===== config.mk =====
export PLATFORM = sky130hd
export DESIGN_NAME = escalator_ctrl_flat
export DESIGN_NICKNAME = d
export VERILOG_FILES = /design/src/rtl/escalator_ctrl_if.sv /design/src/rtl/escalator_ctrl.sv /design/src/flat_wrapper.sv
export SDC_FILE = /design/constraint.sdc
export NUM_CORES = 1
export LEC_CHECK = 0
export BUFFER_PORTS_ARGS = -buffer_cell sky130_fd_sc_hd__clkbuf_2
export CAP_MARGIN = 20
export CORE_MARGIN = 4
export CORE_UTILIZATION = 53
export DETAILED_ROUTE_END_ITERATION = 16
export HOLD_SLACK_MARGIN = 0.05
export PLACE_DENSITY = 0.79
export SLEW_MARGIN = 0
export SYNTH_ARGS = -nofsm -noshare
export SYNTH_HDL_FRONTEND = slang
export SYNTH_SLANG_ARGS = --single-unit
export TNS_END_PERCENT = 20

===== constraint.sdc =====
create_clock -name clk_50m -period 2.4 [get_ports clk_50m]
set_input_delay 0.12 -clock clk_50m [delete_from_list [all_inputs] [get_ports clk_50m]]
set_output_delay 0.12 -clock clk_50m [all_outputs]
set_load 0.01 [all_outputs]

===== src/rtl/escalator_ctrl_if.sv =====
// Landing-sensor, timer-tick and motor-drive signals of the escalator controller.
// The master modport is the controller; the slave modport is its environment.
interface escalator_ctrl_if;
    localparam int unsigned STATE_W = 3;

    logic               sensor_bottom;
    logic               sensor_top;
    logic               one_sec_timer;
    logic               five_sec_timer;
    logic               reset_timer;
    logic               motor_up;
    logic               motor_down;
    logic               motor_slow;
    logic               buzzer;
    logic [STATE_W-1:0] state_o;

    modport master (
        input  sensor_bottom, sensor_top, one_sec_timer, five_sec_timer,
        output reset_timer, motor_up, motor_down, motor_slow, buzzer, state_o
    );

    modport slave (
        output sensor_bottom, sensor_top, one_sec_timer, five_sec_timer,
        input  reset_timer, motor_up, motor_down, motor_slow, buzzer, state_o
    );
endinterface


===== src/rtl/escalator_ctrl.sv =====
// Escalator run/stop/direction FSM consuming one/five-second timer ticks.
// Define ESC_SLOW_EN to add the reduced-speed SLOW state.
module escalator_ctrl #(
    parameter int unsigned IDLE_PERIODS = 3,
    parameter int unsigned DWELL_SECS   = 2
`ifdef ESC_SLOW_EN
    ,
    parameter int unsigned SLOW_PERIODS = 1
`endif
) (
    input  logic             clk_50m,
    input  logic             reset,
    escalator_ctrl_if.master bus
);
    localparam int unsigned CNT_W = 4;
    localparam int unsigned ST_W  = 3;
    localparam logic [CNT_W-1:0] CNT_MAX   = CNT_W'(15);
    localparam logic [CNT_W-1:0] IDLE_LIM  = CNT_W'(IDLE_PERIODS);
    localparam logic [CNT_W-1:0] DWELL_LIM = CNT_W'(DWELL_SECS);
`ifdef ESC_SLOW_EN
    localparam logic [CNT_W-1:0] SLOW_LIM  = CNT_W'(SLOW_PERIODS);
`endif

    typedef enum logic [ST_W-1:0] {
        S_IDLE = 3'd0,
        S_WARN = 3'd1,
        S_RUN  = 3'd2,
        S_STOP = 3'd3
`ifdef ESC_SLOW_EN
        ,
        S_SLOW = 3'd4
`endif
    } state_t;

    state_t           state, state_n;
    logic             dir_up, dir_up_n;
    logic             pend, pend_n;
    logic [CNT_W-1:0] idle_cnt, idle_n;
    logic [CNT_W-1:0] sec_cnt, sec_n;
    logic             restart;
    logic             entry, opposite;
    logic             reset_timer_q, reset_timer_n;
    logic             motor_up_q, motor_up_n;
    logic             motor_down_q, motor_down_n;
    logic             buzzer_q, buzzer_n;
`ifdef ESC_SLOW_EN
    logic             motor_slow_q, motor_slow_n;
`endif

    function automatic logic [CNT_W-1:0] sat_inc(input logic [CNT_W-1:0] v);
        return (v == CNT_MAX) ? v : v + CNT_W'(1);
    endfunction

    // Next state, counters and registered-output values.
    always_comb begin
        state_n  = state;
        dir_up_n = dir_up;
        pend_n   = pend;
        idle_n   = '0;
        sec_n    = '0;
        restart  = 1'b0;
        entry    = dir_up ? bus.sensor_bottom : bus.sensor_top;
        opposite = dir_up ? bus.sensor_top : bus.sensor_bottom;

        case (state)
            S_IDLE: begin
                if (bus.sensor_bottom) begin
                    state_n  = S_WARN;
                    dir_up_n = 1'b1;
                end else if (bus.sensor_top) begin
                    state_n  = S_WARN;
                    dir_up_n = 1'b0;
                end
            end
            S_WARN: begin
                if (bus.one_sec_timer) begin
                    state_n = S_RUN;
                    restart = 1'b1;
                end
            end
            S_RUN: begin
                idle_n = idle_cnt;
                if (opposite) pend_n = 1'b1;
                if (entry) begin
                    idle_n  = '0;
                    restart = 1'b1;
                end else begin
                    if (bus.five_sec_timer) idle_n = sat_inc(idle_cnt);
                    if (idle_cnt == IDLE_LIM) begin
                        state_n = S_STOP;
                        restart = 1'b1;
                    end
`ifdef ESC_SLOW_EN
                    else if (idle_cnt == SLOW_LIM) begin
                        state_n = S_SLOW;
                    end
`endif
                end
            end
`ifdef ESC_SLOW_EN
            S_SLOW: begin
                idle_n = idle_cnt;
                if (opposite) pend_n = 1'b1;
                if (entry) begin
                    state_n = S_RUN;
                    idle_n  = '0;
                    restart = 1'b1;
                end else begin
                    if (bus.five_sec_timer) idle_n = sat_inc(idle_cnt);
                    if (idle_cnt == IDLE_LIM) begin
                        state_n = S_STOP;
                        restart = 1'b1;
                    end
                end
            end
`endif
            S_STOP: begin
                sec_n = sec_cnt;
                if (opposite) pend_n = 1'b1;
                if (bus.one_sec_timer) sec_n = sat_inc(sec_cnt);
                // Dwell done: reverse only if someone waited at the far end
                if (sec_cnt == DWELL_LIM) begin
                    pend_n = 1'b0;
                    if (pend) begin
                        state_n  = S_WARN;
                        dir_up_n = ~dir_up;
                    end else begin
                        state_n = S_IDLE;
                    end
                end
            end
            default: state_n = S_IDLE;
        endcase
    end

    // Output decode from the state being entered.
    always_comb begin
        reset_timer_n = 1'b1;
        motor_up_n    = 1'b0;
        motor_down_n  = 1'b0;
        buzzer_n      = 1'b0;
`ifdef ESC_SLOW_EN
        motor_slow_n  = 1'b0;
`endif
        case (state_n)
            S_IDLE: reset_timer_n = 1'b0;
            S_WARN: buzzer_n = 1'b1;
            S_RUN: begin
                motor_up_n    = dir_up_n;
                motor_down_n  = ~dir_up_n;
                reset_timer_n = ~restart;
            end
`ifdef ESC_SLOW_EN
            S_SLOW: begin
                motor_up_n   = dir_up_n;
                motor_down_n = ~dir_up_n;
                motor_slow_n = 1'b1;
            end
`endif
            S_STOP:  reset_timer_n = ~restart;
            default: reset_timer_n = 1'b0;
        endcase
    end

    always_ff @(posedge clk_50m) begin
        if (reset) begin
            state         <= S_IDLE;
            dir_up        <= 1'b1;
            pend          <= 1'b0;
            idle_cnt      <= '0;
            sec_cnt       <= '0;
            reset_timer_q <= 1'b0;
            motor_up_q    <= 1'b0;
            motor_down_q  <= 1'b0;
            buzzer_q      <= 1'b0;
`ifdef ESC_SLOW_EN
            motor_slow_q  <= 1'b0;
`endif
        end else begin
            state         <= state_n;
            dir_up        <= dir_up_n;
            pend          <= pend_n;
            idle_cnt      <= idle_n;
            sec_cnt       <= sec_n;
            reset_timer_q <= reset_timer_n;
            motor_up_q    <= motor_up_n;
            motor_down_q  <= motor_down_n;
            buzzer_q      <= buzzer_n;
`ifdef ESC_SLOW_EN
            motor_slow_q  <= motor_slow_n;
`endif
        end
    end

    assign bus.reset_timer = reset_timer_q;
    assign bus.motor_up    = motor_up_q;
    assign bus.motor_down  = motor_down_q;
    assign bus.buzzer      = buzzer_q;
    assign bus.state_o     = state;
`ifdef ESC_SLOW_EN
    assign bus.motor_slow  = motor_slow_q;
`else
    assign bus.motor_slow  = 1'b0;
`endif
endmodule

===== src/flat_wrapper.sv =====
// flat-port wrapper written by rule: the top's interface ports become plain ports
module escalator_ctrl_flat 
#(
    parameter int unsigned IDLE_PERIODS = 3,
    parameter int unsigned DWELL_SECS   = 2

)
  (clk_50m, reset, bus_sensor_bottom, bus_sensor_top, bus_one_sec_timer, bus_five_sec_timer, bus_reset_timer, bus_motor_up, bus_motor_down, bus_motor_slow, bus_buzzer, bus_state_o);
  escalator_ctrl_if bus_i ();
  input  logic clk_50m;
  input  logic reset;
  input wire logic [$bits(bus_i.sensor_bottom)-1:0] bus_sensor_bottom;
  input wire logic [$bits(bus_i.sensor_top)-1:0] bus_sensor_top;
  input wire logic [$bits(bus_i.one_sec_timer)-1:0] bus_one_sec_timer;
  input wire logic [$bits(bus_i.five_sec_timer)-1:0] bus_five_sec_timer;
  output wire logic [$bits(bus_i.reset_timer)-1:0] bus_reset_timer;
  output wire logic [$bits(bus_i.motor_up)-1:0] bus_motor_up;
  output wire logic [$bits(bus_i.motor_down)-1:0] bus_motor_down;
  output wire logic [$bits(bus_i.motor_slow)-1:0] bus_motor_slow;
  output wire logic [$bits(bus_i.buzzer)-1:0] bus_buzzer;
  output wire logic [$bits(bus_i.state_o)-1:0] bus_state_o;
  assign bus_i.sensor_bottom = bus_sensor_bottom;
  assign bus_i.sensor_top = bus_sensor_top;
  assign bus_i.one_sec_timer = bus_one_sec_timer;
  assign bus_i.five_sec_timer = bus_five_sec_timer;
  assign bus_reset_timer = bus_i.reset_timer;
  assign bus_motor_up = bus_i.motor_up;
  assign bus_motor_down = bus_i.motor_down;
  assign bus_motor_slow = bus_i.motor_slow;
  assign bus_buzzer = bus_i.buzzer;
  assign bus_state_o = bus_i.state_o;
  escalator_ctrl #(.IDLE_PERIODS(IDLE_PERIODS), .DWELL_SECS(DWELL_SECS)) u_core (.clk_50m(clk_50m), .reset(reset), .bus(bus_i));
endmodule

# Yosys cells after proc, flatten, opt, wreduce, memory -nomap -nowiden
# Index checks and enable logic that the tools add are counted.
totals:
  regBits: 17
  wordCells: 61
op_classes:
  bitwise: 8
  n_mux: 24
  addsub: 2
  eq_ne: 10
  reduce_logical: 8
ops:
  columns: ["op", "n"]
  rows:
  - ["two-way mux 3 bit", 6]
  - ["two-way mux 1 bit", 13]
  - ["== test 3 x 2 -> 1 bit, second input constant", 4]
  - ["one-hot mux 3 bit (4 select lines)", 1]
  - ["adder 4 x 1 -> 4 bit, second input constant", 2]
  - ["== test 4 x 2 -> 1 bit, second input constant", 2]
  - ["== test 4 bit, second input constant", 2]
  - ["NOT 1 bit", 8]
  - ["one-hot mux 1 bit (2 select lines)", 4]
  - ["== test 3 x 1 -> 1 bit, second input constant", 2]
  - ["OR reduction 2 bit", 3]
  - ["AND reduction 2 bit", 2]
  - ["logical NOT 3 bit", 1]
  - ["OR reduction 3 bit", 1]
  - ["nonzero test 2 bit", 1]

# Longest topological paths before layout
logic_depth:
  ltp_word: 7
  ltp_mapped: 6
  ltp_nobuf: 6

# Worst setup path after synthesis
# OpenSTA, ideal clock, no wires.
synth_timing:
  kind: "reg2reg"
  startpoint: "register u_core.idle_cnt[0]"
  endpoint: "register u_core.buzzer_q (netlist: u_core.bus.buzzer)"
  setup_ns: 0.059
  stages_incl_launch_ff: 6
  arrival_ns: 1.813
  required_ns: 2.341
  setup_slack_ns: 0.527
  path_cell_list: "dfxtp_1 > ha_1 > or3b_1 > or4_4 > a311oi_2 > and2_1"
synth_via:
  elab_chain_len: 6
synth_rtl:
  columns: ["item", "line_no", "text"]
  rows:
  - ["start: declaration", "escalator_ctrl.sv:38", "logic [CNT_W-1:0] idle_cnt, idle_n;"]
  - ["start signal: assignment", "escalator_ctrl.sv:183", "idle_cnt <= idle_n;"]
  - ["== test 4 x 2 -> 1 bit", "escalator_ctrl.sv:89", "if (idle_cnt == IDLE_LIM) begin"]
  - ["two-way mux 3 bit", "escalator_ctrl.sv:89", null]
  - ["two-way mux 3 bit", "escalator_ctrl.sv:84", "if (entry) begin"]
  - ["one-hot mux 3 bit (4 select lines)", "escalator_ctrl.sv:65", "case (state)"]
  - ["== test 3 x 1 -> 1 bit", "escalator_ctrl.sv:145", "case (state_n)"]
  - ["two-way mux 1 bit", "escalator_ctrl.sv:145", null]
  - ["end signal: assignment", "escalator_ctrl.sv:188", "buzzer_q <= buzzer_n;"]
  - ["end: declaration", "escalator_ctrl.sv:45", "logic buzzer_q, buzzer_n;"]
# Every way passes these cells.
# A chain may end at the register's enable or synchronous reset.

# Worst setup path in the final report
# Ends and elaborated chain as after synthesis.

==> key figures <==
Worst setup path
  • Worst path arrival time: 2.23 ns
  • CP startpoint kind: flip-flop
  • Slowest stage delay, CP: 0.49 ns
  • CP required: between 2 and 3 ns
  • CP max stage cell: or4_4
  • Crit-path cells: ha_1, or3b_1, or4_4, a311oi_2, and2_1
  • CP Capture Type: flip-flop
  • CP max FO: 4
  • Critical path class: reg2reg

Yosys
  • Combinational family with the most area after synthesis: simple AND/OR/NAND/NOR gates
  • Post-synthesis mux area share: 2.52%
  • Syn_area_per_cell: around 9 um^2
  • Synth top area cells: dfxtp_1 (40%), ha_1 (4.4%), a21oi_1 (4.1%)
  • Top cell type's share of synthesized area: 40.3%
  • Cell area after synthesis: 845 um^2
  • Post-synth top area cell: dfxtp_1
  • Ys Warns: 0
  • Post-synthesis sequential area ratio: 40.3%
  • Post-synthesis xor/xnor area fraction: ~5.2%
  • Synth Instances: 92
  • Simple-gate share of the synthesized area: between 20% and 30%
  • Netlist cell types: 42
  • Synth Area in Compound Gates: ~14%
  • Yosys reg bits: 17
  • Adder-Cell Fraction of Synth Area: 4.44%

Floorplanning
  • Row cnt: 14
  • Die area: 2300 um^2
  • Die extent in x: roughly 48 um
  • Core Area: ~1500 um^2
  • Initial cell density of the core: 56.1%
  • Io pins: 14
  • Overall die height: 47.9 um

Clock network
  • Hold_buf cts: 0
  • Post-CTS Setup Bufs: 0
  • CTS Buffer Depth: 2
  • CTS H-tree lvls: 1
  • Clk sinks: 17
  • # resized after CTS: 0
  • Clock Tree Root: clkbuf_4
  • Clk slew on worst S/H paths: 0.10 ns
  • Num CTS Buffers: 3
  • Worst-skew pair later-pin latency: 0.29 ns
  • TritonCTS clock tree: done

STA
  • Endpoints failing setup: 0
  • Slew HR: roughly 66%
  • Max-slew violations: 0
  • FMAX: 503 MHz
  • Post-route setup TNS: 0 ns
  • Tcrit/Tclk final: 82.9%
  • RSZ-0062 raised after global routing: no
  • Clock Skews: 0.00846 ns
  • Final hold vios: 0
  • Crit path time final: ~2.0 ns
  • Worst Tran Pin Value: 0.502 ns

Power and ir drop
  • Peak supply drop: 0.297 mV
  • Leak: 0.388 nW
  • Pwr Density: 520 nW/um^2

GRT
  • Total gr overflow: 0
  • Largest net degree at the start of global routing: 12
  • GRT Overall Usage: between 15 and 20%
  • Vias in the first global route: 627
  • First-pass GRT wire length: 2510 um
  • Initial antenna violation count: 0

Placement
  • Port bufs: 12
  • DP Wirelength: 1160 um
  • GP Congestion: 0.756

Route
  • 1st-iter DRT viols: 8
  • Pre-antenna DRT Iters: 3
  • DRC viols: 0
  • DR vias/cell: about 5.9
  • Final WL: 1560 um
  • ANT nets after route: 0
  • WL/cell: approximately 13 um
  • DR vias: 715

Run
  • Max-Cap Viols: 0

Layout
  • Util after Layout: 62.1%
  • Nets: 115
  • Layout cell share with drive strength beyond 1: between 20% and 30%
  • Area Growth Syn to Fin: 10.8%
  • Inserted Diodes: 0

Hold path
  • Worst hold path type: in2reg

Status
  • Status: finished, final reports clean
## per-layer routing
layer,global-route usage [%],vias up,wire [um]
met5,0,-,0
met4,6.45,0,18
met1,19.1,339,733
met3,3.38,4,60
li1,-,359,-
met2,25.3,13,745
## through the flow
step / instances / hold slack [ns] / area, um^2 / power (mW) / setup slack, ns
floorplan: 93 / 0.280 / 848 / 0.327 / 0.527
global placement: 117 / 0.424 / 910 / 0.340 / 0.475
detailed placement: 117 / 0.439 / 910 / 0.341 / 0.438
CTS: 121 / 0.125 / 936 / 0.491 / 0.410
global route: 121 / 0.136 / 936 / 0.510 / 0.340
finish: 121 / 0.125 / 936 / 0.487 / 0.411
## state kept, by name, indices dropped and copies added, names as in the netlist
signal	cells
u_core.bus.motor_down	1
u_core.idle_cnt	4
u_core.bus.buzzer	1
u_core.sec_cnt	4
u_core.pend	1
u_core.bus.state_o	3
u_core.dir_up	1
u_core.bus.motor_up	1
u_core.bus.reset_timer	1
## layout by cell type (no fill, tap or decap), types with 2 or more instances in the layout
cell | netlist | layout
a21oi_1 | 7 | 7
and3_1 | 4 | 4
clkbuf_2 | 0 | 12
clkbuf_4 | 0 | 3
conb_1 | 1 | 2
dfxtp_1 | 17 | 17
ha_1 | 3 | 3
inv_1 | 3 | 3
nand2_1 | 4 | 4
nand2b_1 | 2 | 2
nand3_1 | 5 | 5
nand3b_1 | 2 | 2
nor2_1 | 5 | 5
nor3_1 | 4 | 4
nor4_1 | 2 | 2
xor2_1 | 4 | 4
## cell usage after synthesis
master and count:
nand2b_1 2, and4b_2 1, a21oi_1 7, a31o_2 1, nor2_1 5, a211oi_1 1, nor2b_1 1, mux2_2 1
o21a_1 1, nor4bb_1 1, a32o_1 1, clkbuf_1 2, nand2_1 4, conb_1 1, a311oi_2 1, and3b_1 1
nand3b_1 2, or3b_2 1, o21bai_1 1, ha_1 3, and4b_1 1, mux2i_1 1, nor3b_1 1, nor4_1 2
and2_1 1, buf_4 1, o21ai_0 1, and3_1 4, inv_1 3, dfxtp_1 17, xor2_1 4, buf_1 1
or3b_1 1, or4_4 1, nand3_1 5, or4_1 1, a221oi_1 1, nor3_1 4, xnor2_1 1, and3_2 1
o31ai_1 1, a21o_1 1
## logic make-up (layout without fill, tap and decap cells)
logic type,after synthesis,in the layout
and+or+nand+nor,40,40
AOI/OAI and AO/OA,17,17
DFF,17,17
buffers and inverters,7,19
xor gates and xnor gates,5,5
adders and majority gates,3,3
muxes,2,2
other,1,2
## report_power, final
group / internal [mW] / leakage, nW / switching [mW]
sequential: 0.286 / 0.138 / 0.00664
combinational: 0.0199 / 0.235 / 0.0217
clock: 0.0646 / 0.0150 / 0.0878
total: 0.371 / 0.388 / 0.116
## critical path, delay by kind of cell, from the launching register on
family / cells / cell delay (ns)
AO/OA/AOI/OAI: 1 / 0.33
adder cells (fa/ha/maj): 1 / 0.20
flip-flops: 1 / 0.37
AND/OR/NAND/NOR: 3 / 1.03
## final timing paths
kind	startpoint	to	slack, ns	depth (start not counted)
worst max register to register	u_core.idle_cnt[0]	u_core.bus.buzzer	0.41	5
worst min-delay path	bus_five_sec_timer	u_core.idle_cnt[1]	0.13	3
worst min register to register	u_core.idle_cnt[1]	u_core.idle_cnt[1]	0.48	2
worst max-delay path	u_core.idle_cnt[0]	u_core.bus.buzzer	0.41	5
## cell type report
type	instances	area, um^2
Timing Repair Buffer	12	60.1
Tap cell	16	20.0
Sequential cell	17	340
Fill cell	147	571
Inverter	3	11.3
Multi-Input combinational cell	69	478
Clock buffer	4	26.3
(Power assumes the default switching activity.)
